===== src/rtl/rec_packer.sv =====
// Pairs 5-bit {bit, arr[3:0]} records into 10-bit words queued in an output FIFO; flush pads a lone record.
// Latency: a completing record or flush at edge N shows the word at out_word in cycle N+1 (no bypass).
// Backpressure: in_ready drops only while a record is held and the FIFO is full; optional REC_PACKER_MATCH_CNT_EN enables match_cnt.

module rec_fifo #(
    parameter int DEPTH = 4,
    parameter int W     = 10
) (
    input  logic         clk,
    input  logic         rst_n,
    input  logic         push,
    input  logic [W-1:0] push_dat,
    input  logic         pop,
    output logic [W-1:0] head,
    output logic         full,
    output logic         empty
);
    localparam int PTR_W = (DEPTH > 1) ? $clog2(DEPTH) : 1;
    localparam int CNT_W = PTR_W + 1;

    logic [W-1:0]     mem [DEPTH];
    logic [PTR_W-1:0] wr_ptr;
    logic [PTR_W-1:0] rd_ptr;
    logic [CNT_W-1:0] count;
    logic             do_push;
    logic             do_pop;

    // Guards keep the FIFO consistent even if a caller misbehaves.
    assign do_push = push && !full;
    assign do_pop  = pop && !empty;
    assign full    = (count == CNT_W'(DEPTH));
    assign empty   = (count == '0);
    assign head    = mem[rd_ptr];

    // Storage array; contents need no reset because the head is gated by empty.
    always_ff @(posedge clk) begin
        if (do_push) begin
            mem[wr_ptr] <= push_dat;
        end
    end

    // Pointers wrap naturally since DEPTH is a power of two; count tracks occupancy.
    always_ff @(posedge clk) begin
        if (!rst_n) begin
            wr_ptr <= '0;
            rd_ptr <= '0;
            count  <= '0;
        end else begin
            if (do_push) begin
                wr_ptr <= wr_ptr + 1'b1;
            end
            if (do_pop) begin
                rd_ptr <= rd_ptr + 1'b1;
            end
            case ({do_push, do_pop})
                2'b10:   count <= count + 1'b1;
                2'b01:   count <= count - 1'b1;
                default: count <= count;
            endcase
        end
    end
endmodule

module rec_packer #(
    parameter int         DEPTH         = 4,
    parameter logic [3:0] MATCH_PATTERN = 4'b1001,
    parameter logic       PAD_BIT       = 1'b1
) (
    input  logic       clk,
    input  logic       rst_n,
    input  logic       in_valid,
    output logic       in_ready,
    input  logic       in_bit,
    input  logic [3:0] in_arr,
    input  logic       flush,
    output logic       out_valid,
    input  logic       out_ready,
    output logic [9:0] out_word,
    output logic       half_pending,
    output logic [7:0] match_cnt
);
    typedef enum logic {
        IDLE = 1'b0,
        HALF = 1'b1
    } state_t;

    state_t     state;
    logic       hold_bit;
    logic [3:0] hold_arr;

    logic       fifo_full;
    logic       fifo_empty;
    logic [9:0] fifo_head;
    logic       accept;
    logic       flush_push;
    logic       push;
    logic       pop;
    logic [9:0] push_word;

    // A held record can only be completed when there is room for the word, so
    // in_ready depends on state and FIFO fill only, never on out_ready.
    assign in_ready     = (state == IDLE) || !fifo_full;
    assign accept       = in_valid && in_ready;
    // A real record always beats a pad when both arrive in the same cycle.
    assign flush_push   = (state == HALF) && flush && !accept && !fifo_full;
    assign push         = ((state == HALF) && accept) || flush_push;
    assign push_word    = accept ? {hold_bit, hold_arr, in_bit, in_arr}
                                 : {hold_bit, hold_arr, PAD_BIT, 4'b0000};
    assign out_valid    = !fifo_empty;
    assign pop          = out_valid && out_ready;
    assign out_word     = out_valid ? fifo_head : 10'd0;
    assign half_pending = (state == HALF);

    rec_fifo #(
        .DEPTH (DEPTH),
        .W     (10)
    ) u_fifo (
        .clk      (clk),
        .rst_n    (rst_n),
        .push     (push),
        .push_dat (push_word),
        .pop      (pop),
        .head     (fifo_head),
        .full     (fifo_full),
        .empty    (fifo_empty)
    );

    // Pairing FSM: IDLE captures the first record, HALF completes it by a record or a flush pad.
    always_ff @(posedge clk) begin
        if (!rst_n) begin
            state    <= IDLE;
            hold_bit <= 1'b0;
            hold_arr <= 4'b0000;
        end else begin
            case (state)
                IDLE: begin
                    if (accept) begin
                        hold_bit <= in_bit;
                        hold_arr <= in_arr;
                        state    <= HALF;
                    end
                end
                HALF: begin
                    if (accept || flush_push) begin
                        state <= IDLE;
                    end
                end
            endcase
        end
    end

`ifdef REC_PACKER_MATCH_CNT_EN
    logic [7:0] match_q;

    // Saturating count of accepted records matching the pattern; pads never pass through accept.
    always_ff @(posedge clk) begin
        if (!rst_n) begin
            match_q <= 8'h00;
        end else if (accept && (in_arr == MATCH_PATTERN) && (match_q != 8'hFF)) begin
            match_q <= match_q + 8'h01;
        end
    end

    assign match_cnt = match_q;
`else
    logic unused_match_cfg;

    assign unused_match_cfg = ^MATCH_PATTERN;
    assign match_cnt        = 8'h00;
`endif
endmodule


===== config.mk =====
export PLATFORM = sky130hd
export DESIGN_NAME = rec_packer
export DESIGN_NICKNAME = d
export VERILOG_FILES = /design/src/rtl/rec_packer.sv
export SDC_FILE = /design/constraint.sdc
export NUM_CORES = 1
export LEC_CHECK = 0
export BUFFER_PORTS_ARGS = -buffer_cell sky130_fd_sc_hd__buf_2
export CAP_MARGIN = 20
export CORE_ASPECT_RATIO = 1.25
export CORE_UTILIZATION = 51
export CTS_CLUSTER_DIAMETER = 50
export DETAILED_ROUTE_END_ITERATION = 8
export PLACE_DENSITY = 0.85
export SKIP_LAST_GASP = 1
export SYNTH_ARGS = -nofsm -noshare
export SYNTH_HDL_FRONTEND = slang
export SYNTH_SLANG_ARGS = --single-unit

===== constraint.sdc =====
create_clock -name clk -period 2.05 [get_ports clk]
set_input_delay 0.1025 -clock clk [delete_from_list [all_inputs] [get_ports clk]]
set_output_delay 0.1025 -clock clk [all_outputs]
set_load 0.02 [all_outputs]

# [Yosys cells after proc, flatten, opt, wreduce, memory -nomap -nowiden]
# Memories as Yosys holds them, arrays and structs flattened. A register that Yosys moved wholly into a read port is not among the register bits.
# Cells that the tools add are included.
[op_classes] bitwise=1 n_reduce_logical=17 n_addsub=4 n_eq_ne=3 muxes=10
[ops] operator="$mux W10" n=1
[ops] operator="$logic_and A1 B1 Y1" n=8
[ops] operator="$pmux W3 S2" n=1
[ops] operator="$mux W5" n=1
[ops] operator="$add A2 B1 Y2 const B" n=2
[ops] operator="$mux W1" n=4
[ops] operator="$mux W2" n=2
[ops] operator="$add A3 B1 Y3 const B" n=1
[ops] operator="$eq A3 B3 Y1 const B" n=1
[ops] operator="$logic_not A1 Y1" n=3
[ops] operator="$logic_not A3 Y1" n=1
[ops] operator="$logic_or A1 B1 Y1" n=3
[ops] operator="$sub A3 B1 Y3 const B" n=1
[ops] operator="$eq A2 B1 Y1 const B" n=1
[ops] operator="$eq A2 B2 Y1 const B" n=1
[ops] operator="$pmux W1 S2" n=1
[ops] operator="$reduce_and A2 Y1" n=1
[ops] operator="$reduce_bool A2 Y1" n=1
[ops] operator="$not A1 Y1" n=1
[totals] ramBits=40 inputBits=10 mem_count=1 register_bits=13
[mem_list] memory="u_fifo.mem" words=4 word_bits=10 read_ports=1 rd_ports_with_merged_regs=1 wr=1 line_no="21" source="logic [W-1:0] mem [DEPTH];"

# [Depth between registers and ports, before layout]
# Gate-level depths: netlist of run 1.
[logic_depth] word_depth=11 ltp_mapped=9

# [Cells and area by module]
# A second synthesis of run 1 with hierarchy kept.
[unflattened] hier_cells=162 area_unflattened_um2=2379.8
[by_module_without_submodules] mod="rec_fifo" seq_area_each_um2=1381.3 area_per_inst_um2=1933.1 cells_per_inst=106 n_inst=1
[by_module_without_submodules] mod="rec_packer" seq_area_each_um2=120.1 area_per_inst_um2=446.7 cells_per_inst=56 n_inst=1

# [Worst setup path before layout of run 1]
# No wires, ideal clock.
[synth_path] kind="register -> register" startpoint="register state, in the netlist half_pending" endpoint="register u_fifo.count[2]" slack_ps=97 n_path_buf=0 stages_incl_launch_ff=10 t_arrival_ps=1877 period_less_slack_ps=1953 path_cell_list="dfxtp_1 > o21ai_0 > a21oi_2 > inv_1 > ha_1 > inv_1 > fa_1 > xor2_1 > or3_1 > a21boi_0"
[synth_via] elab_chain_len=10
[synth_lines] element="start: declaration" line_no="87" source="state_t state;"
[synth_lines] element="start signal: assignment" line_no="131" source="state <= IDLE;"
[synth_lines] element="start signal: assignment" line_no="140" source="state <= HALF;"
[synth_lines] element="start signal: assignment" line_no="145" source="state <= IDLE;"
[synth_lines] element="$not A1 Y1 (no line)"
[synth_lines] element="$logic_or A1 B1 Y1" line_no="102" source="assign in_ready = (state == IDLE) || !fifo_full;"
[synth_lines] element="$logic_and A1 B1 Y1" line_no="103" source="assign accept = in_valid && in_ready;"
[synth_lines] element="$logic_not A1 Y1" line_no="105" source="assign flush_push = (state == HALF) && flush && !accept && !fifo_full;"
[synth_lines] element="$logic_and A1 B1 Y1 (2 in a row)" line_no="105"
[synth_lines] element="$logic_or A1 B1 Y1 *" line_no="106" source="assign push = ((state == HALF) && accept) || flush_push;"
[synth_lines] element="$logic_and A1 B1 Y1 *" line_no="29" source="assign do_push = push && !full;"
[synth_lines] element="$eq A2 B1 Y1 or $eq A2 B2 Y1 (tied branches)" line_no="55" source="case ({do_push, do_pop})"
[synth_lines] element="$pmux W3 S2 or $reduce_bool A2 Y1 (tied branches)"
[synth_lines] element="end signal: assignment" line_no="56" source="2'b10: count <= count + 1'b1;"
[synth_lines] element="end signal: assignment" line_no="57" source="2'b01: count <= count - 1'b1;"
[synth_lines] element="end signal: assignment" line_no="58" source="default: count <= count;"
[synth_lines] element="end: declaration" line_no="24" source="logic [CNT_W-1:0] count;"
# Every way passes the cells marked *; elsewhere a longest branch is shown, timed or not.
# A chain may end at the register's enable or synchronous reset.

# [Worst setup path after layout of run 1]
[layout_path] startpoint="register u_fifo.count[0]" endpoint="register u_fifo.count[2]"
[layout_lines] element="$logic_not A3 Y1 *" line_no="32" source="assign empty = (count == '0);"
[layout_lines] element="$logic_not A1 Y1 *" line_no="30, 109"
[layout_lines] element="$logic_and A1 B1 Y1" line_no="110" source="assign pop = out_valid && out_ready;"
[layout_lines] element="$logic_and A1 B1 Y1 *" line_no="30" source="assign do_pop = pop && !empty;"
[layout_lines] element="named net u_fifo.do_pop" line_no="26" source="logic do_pop;"
[layout_lines] element="$eq A2 B1 Y1 or $eq A2 B2 Y1 (tied branches)" line_no="55"
[layout_lines] element="$pmux W3 S2 or $reduce_bool A2 Y1 (tied branches)"
# Mark *: on every way through the listed nets, which the timed path passes. The rest lies on a longest branch.

==> run_results.csv, run 1 <==
group,metric,value,unit
run_status,outcome,"finished, final reports clean",
yosys,synthCells,155,
worst_setup_path,cp-end-kind,"flop",
clocking,clockBufferDepth,2,
layout,nets,201,
worst_setup_path,worstSetupStartpoint,"u_fifo.count[0]",
drt,routed_wire_length_per_instance,15.0,µm
timing,worstMarginPinSlew,0.694,ns
yosys,syn_area_per_cell,15.5,µm²
worst_hold_path,hold_start,"in_valid",
timing,finalHoldViolations,0,
worst_setup_path,r2r_cells,8,
clocking,clock_tree.htree_level_count,2,
yosys,yosys_warnings,0,
clocking,clkSlewWorstSetupHoldPaths,0.09,ns
clocking,cts_root_buf,"clkbuf_8",
worst_setup_path,worstPathMaxFanout,4,
pwr,finalPower,3.01,mW
pwr,cellPowerDensity,1110,nW/µm²
worst_hold_path,worstHoldPathType,"in2reg",
timing,post-route-min-period,1.95,ns
timing,fin_crit_sh,95.2,%
yosys,synth_area,2410,µm²
timing,clock-skew-final,0.00725,ns
worst_setup_path,path_class,"reg2reg",
timing,maximum_operating_frequency,512,MHz
job,maxCapViolCount,0,
yosys,synthDistinctLibCells,30,
clocking,cts_setup_buffers,0,
worst_setup_path,rr_startpoint,"u_fifo.count[0]",
die,num_rows,27,
yosys,postSynth.topFlopCell,"edfxtp_1",
drt,wl_met1,1540,µm
die,chipWidth,63.5,µm
worst_setup_path,timing.rr.end,"u_fifo.count[2]",
placement,numPortBuffers,22,
yosys,synth-edff-count,40,
drt,wl_met2,1970,µm
grt,globalRouteOverflowTotal,0,
worst_setup_path,internal_reg_to_reg_setup_slack,0.1,ns
grt,vias_in_the_first_global_route,1222,
worst_setup_path,critPathLaunchType,"flop",
drt,vias_per_cell,4.99,
worst_hold_path,holdPathStages,3,
yosys,async_flop_share,0,%
drt,dr.first_iter.drc_count,53,
drt,route.vias.total,1217,
placement,postPlaceCellArea,2580,µm²
layout,num_antenna_cells,0,
layout,drive_above_1_share,33.3,%
grt,grt_start_max_net_pins,18,
layout,syn2layout_area_growth,12.3,%
drt,drtAntennaViolNets,0,
worst_hold_path,holdPathEnd,"half_pending",
die,starting_density,54.0,%
clocking,cts_buffers,5,
worst_setup_path,cp_data_required_time,2.28,ns
grt,grt_util_all_layers,15.8,%
drt,drt_first_pass_iters,4,
timing,setup_violating_endpoint_count_in_the_final_report,0,
die,core_area,4460,µm²
grt,grt_first_pass_wirelength,5840,µm
drt,route.detailed.drc,0,
timing,slew_viol_final,0,
placement,detailedPlacementHpwl,2450,µm
pwr,max-vdd-ir-drop,792,µV
worst_setup_path,arrival,2.18,ns
clocking,clock_insertion_delay_worst_skew,0.30,ns
yosys,postSynthRegisterBits,55,
timing,maxSlewHeadroom,53.7,%
yosys,yosysSeqAreaShare,62.4,%
drt,maxUsedRoutingLayer,"met4",
layout,finish.instance_area,2700,µm²
pwr,leakage,0.999,nW
clocking,tritoncts,"yes",
drt,postRouteWirelength,3660,µm
placement,place.gp.congestion,0.711,
grt,grt_antenna_before_repair,0,
layout,postLayoutCoreUtil,60.6,%
clocking,clock_sinks,55,
die,die_height,78.8,µm
die,ios,31,
die,dieArea,5000,µm²
drt,routed-wl-met3,100,µm
[per-stage QoR]
stage | worst slack (ns) | setup TNS (ns) | hold WS (ns) | cells
floorplan | 0.0970 | 0 | 0.245 | 162
global placement | 0.0774 | 0 | 0.379 | 236
detailed placement | 0.00222 | 0 | 0.391 | 236
CTS | 0.00000844 | 0 | 0.0752 | 244
global route | -0.00846 | -0.00846 | 0.102 | 244
finish | 0.0981 | 0 | 0.0731 | 244
[routing by layer]
layer	global-route usage (%)	vias up
li1	-	597
met1	18.3	587
met2	28.3	27
met3	4.02	6
met4	5.45	0
met5	0	-
[area by class of cell]
type | count | area (µm²)
Clock buffer | 6 | 72.6
Clock inverter | 2 | 37.5
Fill cell | 358 | 1760
Inverter | 8 | 30.0
Multi-Input combinational cell | 86 | 822
Sequential cell | 55 | 1510
Tap cell | 58 | 72.6
Timing Repair Buffer | 29 | 163
[layout by cell type (no fill, tap or decap), types with 2 or more instances in the layout]
master | Yosys | final
ha_1 | 5 | 5
dfxtp_1 | 15 | 12
o21ai_0 | 7 | 7
buf_4 | 8 | 7
mux4_2 | 10 | 10
and2_1 | 10 | 10
conb_1 | 1 | 8
nor2b_1 | 8 | 7
clkbuf_8 | 0 | 5
mux2i_1 | 7 | 7
dfxtp_2 | 0 | 3
inv_1 | 8 | 8
buf_2 | 1 | 22
or3_1 | 2 | 2
nor2b_4 | 9 | 9
edfxtp_1 | 40 | 40
nand2_1 | 7 | 7
[how the worst max path moves through the flow]
stage | end | cells past startpoint
3_3_place_gp | u_fifo.count[2] | 8
2_1_floorplan | u_fifo.count[2] | 9
6_report | u_fifo.count[2] | 8
3_5_place_dp | u_fifo.count[2] | 8
5_1_grt | u_fifo.count[2] | 8
4_1_cts | u_fifo.count[2] | 8
[cells in the mapped netlist (all sizes together), types with 2 or more instances]
master	n	area (µm²)
clkbuf	2	8.75
mux4	10	225
ha	5	62.6
nor2	2	7.51
and2	10	62.6
edfxtp	40	1200
inv	8	30.0
buf	11	87.6
dfxtp	15	300
nor2b	17	174
a21boi	2	15.0
mux2i	7	70.1
or3	2	12.5
o21ai	7	35.0
nand2	7	26.3
[worst max-delay path: stages, from the launching register on]
cell,delay [ns]
dfxtp_2,0.42
nor3_4,0.07
nor2b_2,0.14
ha_1,0.20
inv_1,0.06
fa_1,0.37
xor2_1,0.16
or3_1,0.30
a21boi_0,0.17
[cell families (layout without fill, tap and decap cells)]
| family | count (synthesis) | count (layout) | synth area share, % |
|---|---|---|---|
| mux | 17 | 17 | 12.3 |
| simple gates | 42 | 42 | 13.1 |
| other cells | 1 | 8 | 0.156 |
| flops | 55 | 55 | 62.4 |
| fa+ha+maj | 6 | 6 | 3.43 |
| xor+xnor | 2 | 2 | 0.728 |
| compound gates | 11 | 11 | 2.70 |
| buf+inv | 21 | 45 | 5.25 |
[report_power, final]
part           total [mW]  internal [mW]  switching (mW)
registers            1.35           1.28          0.0696
clock network       0.699          0.365           0.334
logic               0.962          0.436           0.526
[registers in the layout, summed over array words and instances (netlist names), named ones only]
register / count
u_fifo.count: 3
u_fifo.mem: 40
u_fifo.wr_ptr: 2
hold_arr: 4
u_fifo.rd_ptr: 2
hold_bit: 1
half_pending: 1
[repair_timing]
item	in CTS	in global routing
gates resized for setup	2	4
hold buffers	0	0
endpoints found under the setup margin	1	1
cloned	0	0
Note: power is estimated with default switching activity, not from simulation.
==> run 2: changes to the inputs <==
--- a/config.mk
+++ b/config.mk
@@ -9,4 +9,6 @@
 export CAP_MARGIN = 20
+export CELL_PAD_IN_SITES_DETAIL_PLACEMENT = 0
+export CELL_PAD_IN_SITES_GLOBAL_PLACEMENT = 2
 export CORE_ASPECT_RATIO = 1.25
-export CORE_UTILIZATION = 51
+export CORE_UTILIZATION = 37
 export CTS_CLUSTER_DIAMETER = 50
@@ -15,2 +17,3 @@
 export SKIP_LAST_GASP = 1
+export SLEW_MARGIN = 20
 export SYNTH_ARGS = -nofsm -noshare
==> constraint.sdc (replaced) <==
create_clock -name clk -period 2.05 [get_ports clk]
set_input_delay 0.615 -clock clk [delete_from_list [all_inputs] [get_ports clk]]
set_output_delay 0.615 -clock clk [all_outputs]
set_load 0.02 [all_outputs]
==> run 2 against run 1 <==
The run now ends with setup timing left. Count of clock-buffer cells in the layout unchanged. Combinational power is 44% higher. Final cell count grew 16%. Non-clock buffer count up 11. Largest power group is now combinational cells. Clock skew is 0.0014 ns higher.
==> run_results.csv, run 2 (synthesis results as in run 1) <==
group,metric,value,unit
run_status,outcome,"finished with violations",
run_status,violations_in_the_final_reports,"setup timing",
grt,grt_util_all_layers,12.0,%
die,chipWidth,74.1,µm
pwr,leakage,1.10,nW
drt,routed_wire_length_per_instance,14.2,µm
grt,globalRouteOverflowTotal,0,
timing,setup_tns,-1.51,ns
worst_setup_path,path_class,"reg2out",
drt,vias_per_cell,4.49,
placement,detailedPlacementHpwl,2740,µm
pwr,finalPower,3.32,mW
clocking,clock_insertion_delay_worst_skew,0.30,ns
clocking,clkSlewWorstSetupHoldPaths,0.09,ns
grt,grt.met1_usage,13.6,%
layout,syn2layout_area_growth,25.3,%
layout,num_antenna_cells,0,
drt,drt_first_pass_iters,4,
drt,postRouteWirelength,4010,µm
grt,grt_first_pass_wirelength,6070,µm
placement,place.gp.congestion,0.700,
drt,route.vias.total,1267,
layout,reg.largest.list,"u_fifo.mem: 40 flops, hold_arr: 4 flops, u_fifo.count: 3 flops",
clocking,clock_sinks,55,
placement,dp_cells,272,
timing,fin_crit_sh,108,%
worst_setup_path,cp-end-kind,"primary output",
die,ios,31,
layout,final_common_cell,"edfxtp_1",
layout,final.fill_count,562,
timing,final_critical_path_setup_slack,-0.159,ns
worst_setup_path,worstPathMaxFanout,5,
clocking,tritoncts,"yes",
job,maxCapViolCount,0,
layout,final_cells,282,
clocking,cts_root_buf,"clkbuf_8",
die,core_area,6250,µm²
placement,numPortBuffers,22,
die,num_rows,32,
timing,maximum_operating_frequency,453,MHz
drt,route.detailed.drc,0,
timing,clock-skew-final,0.00869,ns
pwr,cellPowerDensity,1100,nW/µm²
die,die_height,92.2,µm
layout,largest-register,"u_fifo.mem",
die,starting_density,38.5,%
pwr,max-vdd-ir-drop,646,µV
layout,number_of_flip_flops_under_the_largest_register_name,40,
grt,grt_util_met2,21.5,%
grt,global_route.peak_usage_layer,"met2",
timing,post-route-min-period,2.21,ns
grt,groute.layer.met3.usage,3.08,%
layout,nets,212,
timing,grt_setup_unrepaired,"true",
grt,vias_in_the_first_global_route,1276,
timing,slew_viol_final,0,
worst_hold_path,worstHoldPathType,"reg2reg",
clocking,cts_setup_buffers,0,
clocking,cts_buffers,5,
layout,drive_above_1_share,38.6,%
layout,final_cell_mix,"40 x edfxtp_1, 13 x dfxtp_1, 11 x buf_2, 11 x buf_6",
grt,grt_antenna_before_repair,0,
timing,hold_slack,0.495,ns
worst_setup_path,cp_data_required_time,1.43,ns
clocking,clock_tree.htree_level_count,2,
clocking,clockBufferDepth,2,
drt,dr.first_iter.drc_count,62,
grt,grt_start_max_net_pins,17,
worst_setup_path,arrival,1.59,ns
timing,setup_violating_endpoint_count_in_the_final_report,10,
die,dieArea,6830,µm²
timing,finalHoldViolations,0,
drt,drtAntennaViolNets,0,
clocking,cts_hold_buf,0,
worst_setup_path,critPathLaunchType,"flop",
-- run 2: repair_timing --
item / in CTS / in global routing
gates resized for setup: 2 / 30
pin swaps: 0 / 1
cloned: 0 / 2
setup endpoints to repair: 11 / 13
-- run 2: area by class of cell --
type	count	area (µm²)	share of cell area, %
Clock buffer	6	76.3	2.53
Clock inverter	2	11.3	0.373
Inverter	8	30.0	0.996
Multi-Input combinational cell	86	846	28.0
Sequential cell	55	1510	50.0
Tap cell	85	106	3.53
Timing Repair Buffer	40	437	14.5
-- run 2: power by group --
part	total (mW)	switching, mW	internal [mW]
Combinational	1.39	0.625	0.762
Clock	0.584	0.330	0.254
Sequential	1.35	0.0707	1.28
Total	3.32	1.03	2.30
-- run 2: final timing paths --
path / cells after the start / slack [ns] / start / endpoint
worst max-delay path: 4 / -0.16 / flop / out_word[2]
worst min-delay path: 2 / 0.49 / u_fifo.rd_ptr[0] / u_fifo.rd_ptr[0]
worst max register to register: 8 / 0.11 / u_fifo.count[1] / u_fifo.count[2]
worst min register to register: 2 / 0.49 / u_fifo.rd_ptr[0] / u_fifo.rd_ptr[0]
-- run 2: per-stage QoR --
stage / utilization (%) / setup slack [ns] / instance area (µm²)
floorplan: - / 0.0118 / 2460
global placement: 44.5 / -0.105 / 2780
detailed placement: 44.5 / -0.175 / 2780
CTS: 46.0 / -0.195 / 2870
global route: 48.3 / -0.221 / 3020
finish: 48.3 / -0.159 / 3020
-- run 2: per-layer routing --
metal,vias to the layer above,share of wire [%]
li1,617,-
met1,613,43
met2,29,52
met3,8,3.2
met4,0,1.4
met5,-,0
-- run 2: critical path: stages (launching register included) --
cell,delay (ns)
dfxtp_4,0.39
clkbuf_16,0.15
mux4_2,0.49
nor2b_4,0.14
buf_6,0.12
